===== config.mk =====
export PLATFORM = sky130hd
export DESIGN_NAME = acq_sequencer_flat
export DESIGN_NICKNAME = d
export VERILOG_FILES = /design/src/rtl/acq_sequencer_if.sv /design/src/rtl/acq_sequencer.sv /design/src/flat_wrapper.sv
export SDC_FILE = /design/constraint.sdc
export NUM_CORES = 1
export LEC_CHECK = 0
export ABC_AREA = 0
export ABC_CLOCK_PERIOD_IN_PS = 6100
export BUFFER_PORTS_ARGS = -buffer_cell sky130_fd_sc_hd__buf_2
export CAP_MARGIN = 10
export CORE_MARGIN = 2
export CORE_UTILIZATION = 59
export CTS_CLUSTER_SIZE = 16
export DETAILED_ROUTE_END_ITERATION = 16
export PLACE_DENSITY = 0.81
export SKIP_LAST_GASP = 1
export SYNTH_ARGS = -nofsm -noshare
export SYNTH_HDL_FRONTEND = slang
export SYNTH_SLANG_ARGS = --single-unit

===== constraint.sdc =====
create_clock -name clk -period 6.1 [get_ports clk]
set_clock_uncertainty 0.15 [all_clocks]
set_input_delay 0.305 -clock clk [delete_from_list [all_inputs] [get_ports clk]]
set_output_delay 0.305 -clock clk [all_outputs]
set_load 0.05 [all_outputs]

===== src/rtl/acq_sequencer_if.sv =====
// Control, status and BRAM write-port signals of the acquisition sequencer.
// The master side is the sequencer itself; the slave side is whoever drives it.
interface acq_sequencer_if #(
  parameter int DECIM_WIDTH = 16,
  parameter int DELAY_WIDTH = 32
);
  logic                   start;
  logic                   stop;
  logic                   single;
  logic                   trig;
  logic [DECIM_WIDTH-1:0] decim;
  logic [DELAY_WIDTH-1:0] trig_delay;
  logic [31:0]            address;
  logic [3:0]             wen;
  logic                   busy;
  logic                   done;
  logic [2:0]             state;
  logic [31:0]            trig_count;

  modport master (
    input  start, stop, single, trig, decim, trig_delay,
    output address, wen, busy, done, state, trig_count
  );

  modport slave (
    output start, stop, single, trig, decim, trig_delay,
    input  address, wen, busy, done, state, trig_count
  );
endinterface


===== src/rtl/acq_sequencer.sv =====
// Triggered BRAM capture sequencer: arm, wait for a trigger edge, optional delay,
// then write 2^COUNT_WIDTH decimated samples; single-shot or continuous re-arm.
module acq_sequencer #(
  parameter int COUNT_WIDTH = 13,
  parameter int DECIM_WIDTH = 16,
  parameter int DELAY_WIDTH = 32
) (
  input  logic           clk,
  input  logic           rst,
  acq_sequencer_if.master bus
);
  typedef enum logic [2:0] {
    IDLE    = 3'd0,
    ARMED   = 3'd1,
    DELAY   = 3'd2,
    CAPTURE = 3'd3,
    DONE    = 3'd4
  } state_t;

  localparam logic [COUNT_WIDTH-1:0] LAST_WORD = {COUNT_WIDTH{1'b1}};

  state_t                 state_r;
  logic [COUNT_WIDTH-1:0] count_r;
  logic [DECIM_WIDTH-1:0] dcnt_r;
  logic [DELAY_WIDTH-1:0] dly_r;
  logic [DECIM_WIDTH-1:0] decim_l_r;
  logic [DELAY_WIDTH-1:0] delay_l_r;
  logic                   single_l_r;
  logic                   trig_reg_r;
  logic                   last_r;
  logic [31:0]            trig_count_r;
  logic                   done_r;
  logic                   busy_r;
  logic [3:0]             wen_r;
  logic [31:0]            address_r;

  logic                   edge_s;
  logic [DECIM_WIDTH-1:0] n_eff_s;
  logic                   dcnt_hit_s;
  logic                   write_now_s;

  assign edge_s     = bus.trig & ~trig_reg_r;
  assign n_eff_s    = (decim_l_r == '0) ? {{(DECIM_WIDTH-1){1'b0}}, 1'b1} : decim_l_r;
  // Widened compare so dcnt+1 cannot wrap for the largest decimation factor.
  assign dcnt_hit_s = ({1'b0, dcnt_r} + {{DECIM_WIDTH{1'b0}}, 1'b1}) == {1'b0, n_eff_s};

  // A write is scheduled for the next cycle: capture entry or a decimation strobe.
  assign write_now_s = ((state_r == ARMED)   && edge_s && (delay_l_r == '0)) ||
                       ((state_r == DELAY)   && (dly_r == '0)) ||
                       ((state_r == CAPTURE) && !last_r && dcnt_hit_s);

  // Sequencer state machine with registered BRAM port and status outputs.
  always_ff @(posedge clk or posedge rst) begin
    if (rst) begin
      state_r      <= IDLE;
      count_r      <= '0;
      dcnt_r       <= '0;
      dly_r        <= '0;
      decim_l_r    <= '0;
      delay_l_r    <= '0;
      single_l_r   <= 1'b0;
      trig_reg_r   <= 1'b0;
      last_r       <= 1'b0;
      trig_count_r <= 32'd0;
      done_r       <= 1'b0;
      busy_r       <= 1'b0;
      wen_r        <= 4'h0;
      address_r    <= 32'd0;
    end else begin
      trig_reg_r <= bus.trig;
      wen_r      <= 4'h0;
      if (bus.stop) begin
        state_r   <= IDLE;
        count_r   <= '0;
        dcnt_r    <= '0;
        dly_r     <= '0;
        last_r    <= 1'b0;
        busy_r    <= 1'b0;
        address_r <= 32'd0;
      end else begin
        case (state_r)
          IDLE, DONE: begin
            if (bus.start) begin
              state_r    <= ARMED;
              busy_r     <= 1'b1;
              done_r     <= 1'b0;
              count_r    <= '0;
              decim_l_r  <= bus.decim;
              delay_l_r  <= bus.trig_delay;
              single_l_r <= bus.single;
            end else begin
              state_r <= state_r;
            end
          end
          ARMED: begin
            if (edge_s) begin
              trig_count_r <= trig_count_r + 32'd1;
              if (delay_l_r != '0) begin
                state_r <= DELAY;
                dly_r   <= delay_l_r - {{(DELAY_WIDTH-1){1'b0}}, 1'b1};
              end else begin
                dly_r <= '0;
              end
            end else begin
              state_r <= ARMED;
            end
          end
          DELAY: begin
            if (dly_r != '0) begin
              dly_r <= dly_r - {{(DELAY_WIDTH-1){1'b0}}, 1'b1};
            end else begin
              dly_r <= '0;
            end
          end
          CAPTURE: begin
            if (last_r) begin
              last_r <= 1'b0;
              dcnt_r <= '0;
              if (single_l_r) begin
                state_r <= DONE;
                done_r  <= 1'b1;
                busy_r  <= 1'b0;
              end else begin
                state_r <= ARMED;
              end
            end else begin
              dcnt_r <= dcnt_r + {{(DECIM_WIDTH-1){1'b0}}, 1'b1};
            end
          end
          default: begin
            state_r <= IDLE;
            busy_r  <= 1'b0;
          end
        endcase

        if (write_now_s) begin
          state_r   <= CAPTURE;
          wen_r     <= 4'hF;
          address_r <= {{(30-COUNT_WIDTH){1'b0}}, count_r, 2'b00};
          count_r   <= count_r + {{(COUNT_WIDTH-1){1'b0}}, 1'b1};
          last_r    <= (count_r == LAST_WORD);
          dcnt_r    <= '0;
        end
      end
    end
  end

  assign bus.address    = address_r;
  assign bus.wen        = wen_r;
  assign bus.busy       = busy_r;
  assign bus.done       = done_r;
  assign bus.state      = state_r;
  assign bus.trig_count = trig_count_r;
endmodule


===== src/flat_wrapper.sv =====
// flat-port wrapper written by rule: the top's interface ports become plain ports
module acq_sequencer_flat 
#(
  parameter int COUNT_WIDTH = 13,
  parameter int DECIM_WIDTH = 16,
  parameter int DELAY_WIDTH = 32
)
  (clk, rst, bus_start, bus_stop, bus_single, bus_trig, bus_decim, bus_trig_delay, bus_address, bus_wen, bus_busy, bus_done, bus_state, bus_trig_count);
  acq_sequencer_if #(.DECIM_WIDTH(DECIM_WIDTH), .DELAY_WIDTH(DELAY_WIDTH)) bus_i ();
  input  logic clk;
  input  logic rst;
  input wire logic [$bits(bus_i.start)-1:0] bus_start;
  input wire logic [$bits(bus_i.stop)-1:0] bus_stop;
  input wire logic [$bits(bus_i.single)-1:0] bus_single;
  input wire logic [$bits(bus_i.trig)-1:0] bus_trig;
  input wire logic [$bits(bus_i.decim)-1:0] bus_decim;
  input wire logic [$bits(bus_i.trig_delay)-1:0] bus_trig_delay;
  output wire logic [$bits(bus_i.address)-1:0] bus_address;
  output wire logic [$bits(bus_i.wen)-1:0] bus_wen;
  output wire logic [$bits(bus_i.busy)-1:0] bus_busy;
  output wire logic [$bits(bus_i.done)-1:0] bus_done;
  output wire logic [$bits(bus_i.state)-1:0] bus_state;
  output wire logic [$bits(bus_i.trig_count)-1:0] bus_trig_count;
  assign bus_i.start = bus_start;
  assign bus_i.stop = bus_stop;
  assign bus_i.single = bus_single;
  assign bus_i.trig = bus_trig;
  assign bus_i.decim = bus_decim;
  assign bus_i.trig_delay = bus_trig_delay;
  assign bus_address = bus_i.address;
  assign bus_wen = bus_i.wen;
  assign bus_busy = bus_i.busy;
  assign bus_done = bus_i.done;
  assign bus_state = bus_i.state;
  assign bus_trig_count = bus_i.trig_count;
  acq_sequencer #(.COUNT_WIDTH(COUNT_WIDTH), .DECIM_WIDTH(DECIM_WIDTH), .DELAY_WIDTH(DELAY_WIDTH)) u_core (.clk(clk), .rst(rst), .bus(bus_i));
endmodule

==> impl_results.md, run 1 <==
* Worst Path Buf+Inv at 0
* Ys Warns at 0
* Met2 Resource Use GR at 0.467
* Die area at roughly 17000 um2
* Hold Path Class: in -> reg
* Final critical-path share of the clock period at 0.657
* Synth area leaders: dfrtp_1 43%, mux2_2 5.5%, xnor2_1 4.3%
* Top Usage Layer GRT: met2
* Layout Utilization at 0.703
* Vias in the first global route at around 8000
* Avg Inst Size Synth at around 9.3 um2
* Worst slew pin tran at 1200 ps
* DRC viols at 0
* Crit end category: flip-flop
* Hold Fails Final Rpt at 0
* Worst path required time at around 6300 ps
* Clock tree buffer depth at 2
* Seq/Total Area, Yosys at 0.427
* Die X at 131 um
* Area after DPL at 10000 um2
* Crit Path Class: reg -> reg
* Crit start category: flip-flop
* Antenna viol nets, final at 0
* Initial core utilization at 0.603
* Root Driver: clkbuf_16
* Critical Path AT at 4200 ps
* Top cell family by delay on the critical path: simple AND/OR/NAND/NOR gates
* Final Max Tran Viols at 0
* Met3 Use GR at 0.0521
* Iter 0 DRT Violations at 981
* Sequential power share at 0.393
* Num Clock Sinks at around 160
* Max-Cap Viols at 0
* Sw power at 1.53 mW
* Area leader, netlist: dfrtp_1
* Crit path time final at around 4000 ps
* Clock power share at 0.278
* Post-CTS Resized at 0
* Largest net degree at the start of global routing at 93
* Leak pwr at 4.92 nW
* Ys async rst share at 1.00
* Final WL at 24000 um
* H-tree lvl count at 4
* FMAX at around 250 MHz
* Placer congestion estimate at about 0.94
* Synth Instances at approximately 1000
* Post-synth EDFFs at 0
* Combinational share of power at 0.329
* Mapped Area at 9550 um2
* Power Dens Cells at 354 nW/um2
* Fin area at about 11000 um2
* Port-buffer cells at 107
* Routing usage on met1 at 0.377
* Layout Nets at around 1200
* First-pass GRT wire length at approximately 40000 um
* Synth unique cells at 75
* TritonRoute pass-1 iters at 6
* Worst VDD drop at 0.282 mV
* Share of layout cells above drive strength 1 at 0.185
* Main synth FF type: dfrtp_1
* Total CTS buffers at 17
* Clock Latency Late Sink at around 440 ps
* Switching Share at 0.387
* Overall routing resource usage at 0.282
* # rows at 46
* # Post-CTS Setup Buffers at 0
* Core footprint at 15800 um2
* Clock Pin Slew Worst Setup and Hold Paths at 70 ps
* Setup TNS at 0 ps
* CP max-delay cell: nand3_1
* Die Y-Extent at 131 um
* Internal cell power at approximately 2.4 mW
* Relative slew slack at 0.197
* Maximum fanout along the worst path at 32
* Area Growth Syn to Fin at 16.6%
* Cts hold-fix bufs at 51
* Flops & latches, synth at 163
* Initial antenna violation count at 0
* Detailed placer's ending HPWL at approximately 16000 um
* Gr ovfl total at 0
* Post-synth top area share at 0.427
* Outcome: completed
* Endpoints failing setup at 0
* WL per Instance at 17.5 um
* Vias/cell at ~6.2
* Via Count at roughly 8500
* TritonCTS clock tree: built
* Cells along the critical path: nand3_1, or4_1, nand2_1, nor2_1, o31ai_1
* Antenna cell count at 0
* Unrepaired setup endpoints after global routing: no
* I/O pins at 127
* Max stage delay on crit path at 930 ps
## final timing paths
kind	from	endpoint	slack, ps	cells after the start
setup reg to reg	u_core.bus.state[1]	u_core.last_r	2090	5
min in group asynchronous	rst	u_core.decim_l_r[9]	440	3
max in group asynchronous	rst	u_core.dly_r[29]	3920	4
hold / removal	bus_start	u_core.bus.state[2]	100	4
hold reg to reg	u_core.dly_r[15]	u_core.dly_r[15]	330	2
setup / recovery	u_core.bus.state[1]	u_core.last_r	2090	5
## state kept, by name (all words and copies together), names as in the netlist
register	flops
u_core.bus.address	13
u_core.last_r	1
u_core.count_r	13
u_core.bus.busy	1
u_core.bus.trig_count	32
u_core.decim_l_r	16
u_core.bus.state	3
u_core.bus.wen	1
u_core.dcnt_r	16
u_core.single_l_r	1
u_core.delay_l_r	32
u_core.bus.done	1
u_core.dly_r	32
u_core.trig_reg_r	1
## through the flow
stage	hold WS (ps)	cells	power (mW)	setup slack, ps
6_report	103	1377	3.94	2090
4_1_cts	78.7	1377	3.93	2200
3_3_place_gp	301	1294	2.75	2340
2_1_floorplan	186	1046	2.49	1240
5_1_grt	127	1377	4.16	1760
3_5_place_dp	310	1294	2.80	2210
## worst register-to-register path: cells and delay by family (launching register included)
kind	cells	cell delay, ps
AOI/OAI and AO/OA	1	290
DFF	1	650
and+or+nand+nor	4	2820
## layout make-up
type,instances,area (um2)
sequential,163,4080
tap,216,270
fill,1211,4690
inverter,20,80.1
multi-input combinational,783,5020
timing repair buffer,163,1080
clock inverter,14,169
clock buffer,18,429
## cells in the mapped netlist, types with 6 or more instances
cell      count
a21oi_1      57
a221o_1       7
a22o_1        8
a31oi_1       7
and2_1       14
and3_1       10
and4_1       11
buf_2        12
buf_4        28
clkbuf_1     33
dfrtp_1     163
ha_1          7
inv_1        19
mux2_2       47
nand2_1      95
nand2b_1      9
nand3_1      48
nand4_1      30
nand4b_1      6
nor2_1       67
nor2b_1      10
nor3_1       42
nor4_1       19
o21ai_0      62
o22ai_1      21
o31ai_1       7
o32ai_1       9
or3_1        10
or4_1        11
xnor2_1      47
xor2_1       31
## power groups by stage
stage               combinational, mW  sequential [mW]  clock, mW
global placement                 1.21             1.55          0
finish                           1.30             1.55       1.10
floorplan                       0.959             1.53          0
detailed placement               1.24             1.56          0
CTS                              1.28             1.54       1.11
global route                     1.43             1.58       1.15
## kinds of logic after synthesis
group	after synthesis	synth area share
adders and majority gates	7	0.00918
other	1	0.000393
xor gates and xnor gates	78	0.0716
AOI/OAI and AO/OA	218	0.148
and+or+nand+nor	411	0.231
muxes	50	0.0586
buffers and inverters	100	0.0543
DFF	163	0.427
## routing by layer
layer	up-vias	routed length (um)
met3	51	1340
li1	3967	-
met4	0	467
met2	319	11800
met5	-	0
met1	4145	10400
## placed cells by master, fill, tap and decap left out, drive strengths merged, types with 8 or more instances in the layout
master	instances
clkbuf	18
xnor2	47
xor2	31
nand2	97
mux2	47
o32ai	9
nand2b	9
nor3	43
dfrtp	163
o22ai	21
a21oi	58
conb	19
and4	11
and3	10
o21ai	62
a22o	8
or4	13
or3	10
nand3	48
nor2	68
nor2b	10
inv	26
buf	112
dlygate4sd3	51
and2	14
nor4	21
nand4	32
(Power assumes the default switching activity.)
==> inputs of run 2 (changes only) <==
--- a/config.mk
+++ b/config.mk
@@ -5,15 +5,15 @@
 export SDC_FILE = /design/constraint.sdc
 export NUM_CORES = 1
 export LEC_CHECK = 0
-export ABC_AREA = 0
-export ABC_CLOCK_PERIOD_IN_PS = 6100
+export ABC_AREA = 1
+export ABC_CLOCK_PERIOD_IN_PS = 3500
 export BUFFER_PORTS_ARGS = -buffer_cell sky130_fd_sc_hd__buf_2
 export CAP_MARGIN = 10
 export CORE_MARGIN = 2
-export CORE_UTILIZATION = 59
+export CORE_UTILIZATION = 53
 export CTS_CLUSTER_SIZE = 16
 export DETAILED_ROUTE_END_ITERATION = 16
-export PLACE_DENSITY = 0.81
+export PLACE_DENSITY = 0.77
 export SKIP_LAST_GASP = 1
 export SYNTH_ARGS = -nofsm -noshare
 export SYNTH_HDL_FRONTEND = slang
==> constraint.sdc (replaced) <==
create_clock -name clk -period 3.5 [get_ports clk]
set_clock_uncertainty 0.15 [all_clocks]
set_input_delay 0.175 -clock clk [delete_from_list [all_inputs] [get_ports clk]]
set_output_delay 0.175 -clock clk [all_outputs]
set_load 0.05 [all_outputs]
==> impl_results.md, run 2 <==
* Detailed placer's ending HPWL at between 15000 and 20000 um
* Final critical-path share of the clock period at 0.897
* WL per Instance at between 15 and 20 um
* Reg2reg path depth at 15
* Ys Warns at 0
* First-pass GRT wire length at ~46000 um
* Avg Inst Size Synth at 7.19 um2
* Leak pwr at 5.89 nW
* Num Clock Sinks at 163
* Area leader, netlist: dfrtp_1
* Clock Latency Late Sink at about 430 ps
* Critical Path AT at 3340 ps
* Most common library cells after synthesis: 281 x nand2_1, 194 x nor2_1, 181 x inv_1, 163 x dfrtp_1, 123 x nand3_1
* Worst Path Buf+Inv at 0
* Most common cell after layout, fill and taps aside: nand2_1
* Post-CTS Resized at 0
* Leading cell types in the layout, fill and taps excluded: 281 x nand2_1, 194 x nor2_1, 180 x inv_1
* Iter 0 DRT Violations at 745
* Relative slew slack at 0.458
* FF/Latch Area at roughly 4100 um2
* Crit start category: flip-flop
* Post-Layout Cell Count at 1810
* Crit Path Class: reg -> reg
* Synth area leaders: dfrtp_1 40%, nand2_1 10%, nor2_1 7.1%
* Worst VDD drop at 0.362 mV
* Via Count at about 10000
* Max stage delay on crit path at 590 ps
* # Post-CTS Setup Buffers at 0
* Core footprint at roughly 19000 um2
* Antenna cell count at 0
* Clock Pin Slew Worst Setup and Hold Paths at 60 ps
* Worst reg2reg endpoint: u_core.dcnt_r[7]
* Power Dens Cells at 474 nW/um2
* Share of layout cells above drive strength 1 at 0.130
* Unrepaired setup endpoints after global routing: no
* TritonRoute pass-1 iters at 9
* Main synth FF type: dfrtp_1
* # rows at 50
* Maximum fanout along the worst path at 35
* Overall routing resource usage at 0.284
* Ys async rst share at 1.00
* Top cell family by delay on the critical path: simple AND/OR/NAND/NOR gates
* Synth Instances at between 1000 and 1500
* Crit path time final at 3140 ps
* RR Startpoint: u_core.dcnt_r[0]
* Clock tree buffer depth at 2
* Worst slew pin tran at 814 ps
* CP max-delay cell: nor2_4
* Total placed cells including tap cells at 1726
* Setup TNS at 0 ps
* Seq/Total Area, Yosys at 0.400
* Hold Path Class: in -> async
* Endpoints failing setup at 0
* Largest net degree at the start of global routing at 120
* Flops & latches, synth at 163
* Mapped Area at between 10000 and 15000 um2
* Initial antenna violation count at 0
* Die Y-Extent at around 140 um
* Vias in the first global route at 9658
* Cts hold-fix bufs at 52
* Final WL at 28100 um
* Post-synth top area share at 0.400
* Most instantiated library cell after synthesis: nand2_1
* Post-synth EDFFs at 0
* FMAX at 318 MHz
* Port-buffer cells at between 100 and 150
* Most common cell on crit path: nand2_1
* Cells along the critical path: ha_1, nand2_2, nor2_2, nand2_1, nor2_2, nand2_1, nand2_1, nand2_1, nand2_1, nor2_1, nand3_2, nor2_4, nor2_4, nand2_4, a21oi_1
* I/O pins at ~130
* Hold Fails Final Rpt at 0
* Initial core utilization at 0.543
* Placer congestion estimate at approximately 1.0
* Crit end category: flip-flop
* Vias/cell at 5.55
* Total CTS buffers at 17
* Outcome: completed
* DRC viols at 0
* Layout filler cell count at 1613
* Die area at roughly 20000 um2
* TritonCTS clock tree: built
* Final Max Tran Viols at 0
* H-tree lvl count at 4
* Gr ovfl total at 0
* Die X at 143 um
* Worst path required time at approximately 3700 ps
* Reg2reg setup slack at 360 ps
* Synth unique cells at 44
* Root Driver: clkbuf_16
* Multi-input logic area at 5140 um2
* Antenna viol nets, final at 0
* Layout Nets at 1624
* Max-Cap Viols at 0
* Area Growth Syn to Fin at 17.2%
run 2: cell count changes after synthesis, sizes merged, moves of 43 or more:
cell / before / now
inv: 20 / 183
mux2: 47 / 4
nand2: 97 / 287
nand3: 48 / 125
nor2: 68 / 217
o21ai: 62 / 109
run 2: logic make-up after synthesis:
kind of cell / Yosys count / synth area share
fa+ha+maj: 7 / 0.00860
xor+xnor: 57 / 0.0490
flops: 163 / 0.400
other cells: 1 / 0.000368
compound gates: 199 / 0.108
mux: 4 / 0.00442
buf+inv: 244 / 0.103
simple gates: 741 / 0.326
run 2: per-stage QoR:
step                instance area (um2)  setup slack [ps]  utilization  total power, mW  hold WS (ps)
floorplan                         10300              1100            -             3.35          56.4
global placement                  10800               537        0.577             3.70         -71.0
detailed placement                10800               421        0.577             3.72         -73.4
CTS                               11900               368        0.636             5.64          20.2
global route                      11900              80.2        0.636             5.96          47.3
finish                            11900               360        0.636             5.65          38.3
run 2: cell type report:
cell class | count | area share
Clock inverter | 9 | 0.00796
Inverter | 183 | 0.0578
Multi-Input combinational cell | 1027 | 0.430
Timing Repair Buffer | 171 | 0.0970
Tap cell | 234 | 0.0245
Clock buffer | 23 | 0.0409
Sequential cell | 163 | 0.342
run 2: tightest hold or removal path, delay by kind of cell:
family / cells / cell delay [ps]
buffers and inverters: 3 / 770
run 2: how the worst max path moves through the flow:
| stage | start | slack (ps) | depth (start not counted) | to |
|---|---|---|---|---|
| final | u_core.dcnt_r[0] | 360 | 15 | u_core.dcnt_r[7] |
| after global routing | u_core.dcnt_r[0] | 80 | 15 | u_core.dcnt_r[7] |
| after CTS | u_core.dcnt_r[0] | 370 | 15 | u_core.dcnt_r[7] |
| after detailed placement | u_core.dcnt_r[0] | 420 | 15 | u_core.dcnt_r[7] |
| after global placement | u_core.dcnt_r[0] | 540 | 15 | u_core.dcnt_r[7] |
| after floorplan | rst | 1100 | 1 | u_core.bus.address[10] |
run 2: where the power goes:
| group | internal [mW] | leakage, nW | switching, mW |
|---|---|---|---|
| sequential | 2.09 | 2.09 | 0.232 |
| combinational | 0.464 | 3.51 | 0.989 |
| clock | 1.07 | 0.290 | 0.810 |
run 2: layer usage:
metal,track usage,vias to the layer above,share of wire
li1,-,4871,-
met2,0.470,401,0.48
met3,0.0537,107,0.061
met4,0.129,0,0.042
met5,0,-,0
met1,0.364,4663,0.42
==> inputs of run 3 (changes only) <==
--- a/config.mk
+++ b/config.mk
@@ -10,10 +10,10 @@
 export BUFFER_PORTS_ARGS = -buffer_cell sky130_fd_sc_hd__buf_2
 export CAP_MARGIN = 10
 export CORE_MARGIN = 2
-export CORE_UTILIZATION = 53
+export CORE_UTILIZATION = 42
 export CTS_CLUSTER_SIZE = 16
 export DETAILED_ROUTE_END_ITERATION = 16
-export PLACE_DENSITY = 0.77
+export PLACE_DENSITY = 0.72
 export SKIP_LAST_GASP = 1
 export SYNTH_ARGS = -nofsm -noshare
 export SYNTH_HDL_FRONTEND = slang
==> impl_results.md, run 3 (synthesis gave the netlist of run 2 again) <==
* Die area at 25500 um2
* Total placed cells including tap cells at between 1500 and 2000
* Die Y-Extent at 160 um
* Die X at 160 um
* # rows at 56
* Hold Fails Final Rpt at 0
* Leading cell types in the layout, fill and taps excluded: 281 x nand2_1, 194 x nor2_1, 180 x inv_1
* Most common cell on crit path: nand2_1
* Placer congestion estimate at about 1.0
* Total CTS buffers at 17
* Antenna viol nets, final at 0
* WL per Instance at 15.0 um
* Critical Path AT at 3290 ps
* FMAX at 323 MHz
* Port-buffer cells at 107
* First-pass GRT wire length at 46400 um
* Overall routing resource usage at 0.223
* Max stage delay on crit path at roughly 590 ps
* Core footprint at 23600 um2
* Iter 0 DRT Violations at 809
* TritonRoute pass-1 iters at 5
* Final Max Tran Viols at 0
* Initial antenna violation count at 0
* Final critical-path share of the clock period at 0.883
* Worst reg2reg endpoint: u_core.dcnt_r[6]
* Cells along the critical path: ha_1, nand2_2, nor2_2, nand2_1, nor2_2, nand2_1, nand2_1, nand2_1, nand2_1, nor2_1, nand3_2, nor2_4, nor2_4, nand2_4, a21oi_1
* Hold endpoint: u_core.bus.state[2]
* Layout Nets at 1627
* Power Dens Cells at 465 nW/um2
* Num Clock Sinks at 163
* Gr ovfl total at 0
* Final WL at 28400 um
* Pwr Total at 5.61 mW
* Worst path required time at ~3700 ps
* Crit start category: flip-flop
* Crit end category: flip-flop
* Reg2reg setup slack at about 410 ps
* Via Count at 9841
* RR Startpoint: u_core.dcnt_r[0]
* Layout Utilization at 0.510
* Post-Layout Cell Count at 1898
* Crit Path Class: reg -> reg
* Vias in the first global route at 9217
* Setup TNS at 0 ps
* CP max-delay cell: nor2_4
* Most common cell after layout, fill and taps aside: nand2_1
* Endpoints failing setup at 0
* Clock Latency Late Sink at 440 ps
* Hold Path Stages at 7
* Root Driver: clkbuf_16
* Worst VDD drop at 0.268 mV
* Share of layout cells above drive strength 1 at 0.132
* Leak pwr at between 5 and 6 nW
* Area Growth Syn to Fin at 18.3%
* Largest net degree at the start of global routing at 71
* TritonCTS clock tree: built
* Max-Cap Viols at 0
* Outcome: completed
* Area after DPL at 11000 um2
* H-tree lvl count at 4
* Clock Pin Slew Worst Setup and Hold Paths at approximately 70 ps
* Final WS setup at 408 ps
* DRC viols at 0
* Relative slew slack at 0.419
* I/O pins at 127
* Vias/cell at 5.18
* Maximum fanout along the worst path at 35
* Hold Path Class: in -> reg
* Antenna cell count at 0
* Crit path time final at approximately 3000 ps
* Unrepaired setup endpoints after global routing: no
* Reg2reg path depth at 15
* Post-CTS Resized at 0
* Detailed placer's ending HPWL at 20400 um
* Initial core utilization at 0.431
* Worst slew pin tran at 872 ps
* Hold Path Origin: bus_start
* Dpl ws at between 400 and 500 ps
* Final hold slack at 156 ps
* Clock tree buffer depth at 2
* Fin area at 12100 um2
run 3: cell types whose count changed in the layout (fill, tap and decap cells not counted):
cell | before | now
clkinvlp_4 | 1 | 4
inv_8 | 1 | 2
clkinv_2 | 2 | 1
clkbuf_8 | 4 | 3
bufinv_16 | 1 | 0
buf_4 | 11 | 14
clkbuf_1 | 2 | 1
run 3: power by group:
part / leakage (nW) / switching, mW / total (mW) / internal [mW]
registers: 2.09 / 0.229 / 2.32 / 2.09
logic: 3.52 / 0.993 / 1.46 / 0.467
clock network: 0.270 / 0.844 / 1.83 / 0.981
run 3: what timing repair did:
item	CTS	global route
hold buffers	52	0
endpoints found under the hold margin	83	0
buffers inserted	0	0
run 3: cell type report:
class                           instances  area, um2
Fill cell                            2315      11600
Multi-Input combinational cell       1027       5140
Tap cell                              319        399
Timing Repair Buffer                  174       1180
Inverter                              183        691
Clock inverter                         11       93.8
Sequential cell                       163       4080
Clock buffer                           21        470
run 3: how the worst max path moves through the flow:
stage / from / end / slack (ps) / depth (start not counted)
floorplan: rst / u_core.bus.address[10] / 1100 / 1
global placement: u_core.dcnt_r[0] / u_core.dcnt_r[5] / 500 / 15
detailed placement: u_core.dcnt_r[0] / u_core.dcnt_r[6] / 440 / 15
CTS: u_core.dcnt_r[0] / u_core.dcnt_r[6] / 400 / 15
global route: u_core.dcnt_r[0] / u_core.dcnt_r[6] / 60 / 15
finish: u_core.dcnt_r[0] / u_core.dcnt_r[6] / 410 / 15
run 3: worst max-delay path, delay by kind of cell (launching register included):
| kind | cells | cell delay, ps |
|---|---|---|
| fa+ha+maj | 1 | 240 |
| simple gates | 13 | 1970 |
| compound gates | 1 | 210 |
| flops | 1 | 430 |
run 3: routing by layer:
metal	share of wire	GRT usage	up-vias
met1	0.44	0.295	4640
met5	0	0	-
met3	0.047	0.0387	56
met2	0.48	0.364	277
met4	0.031	0.0851	0
li1	-	-	4868
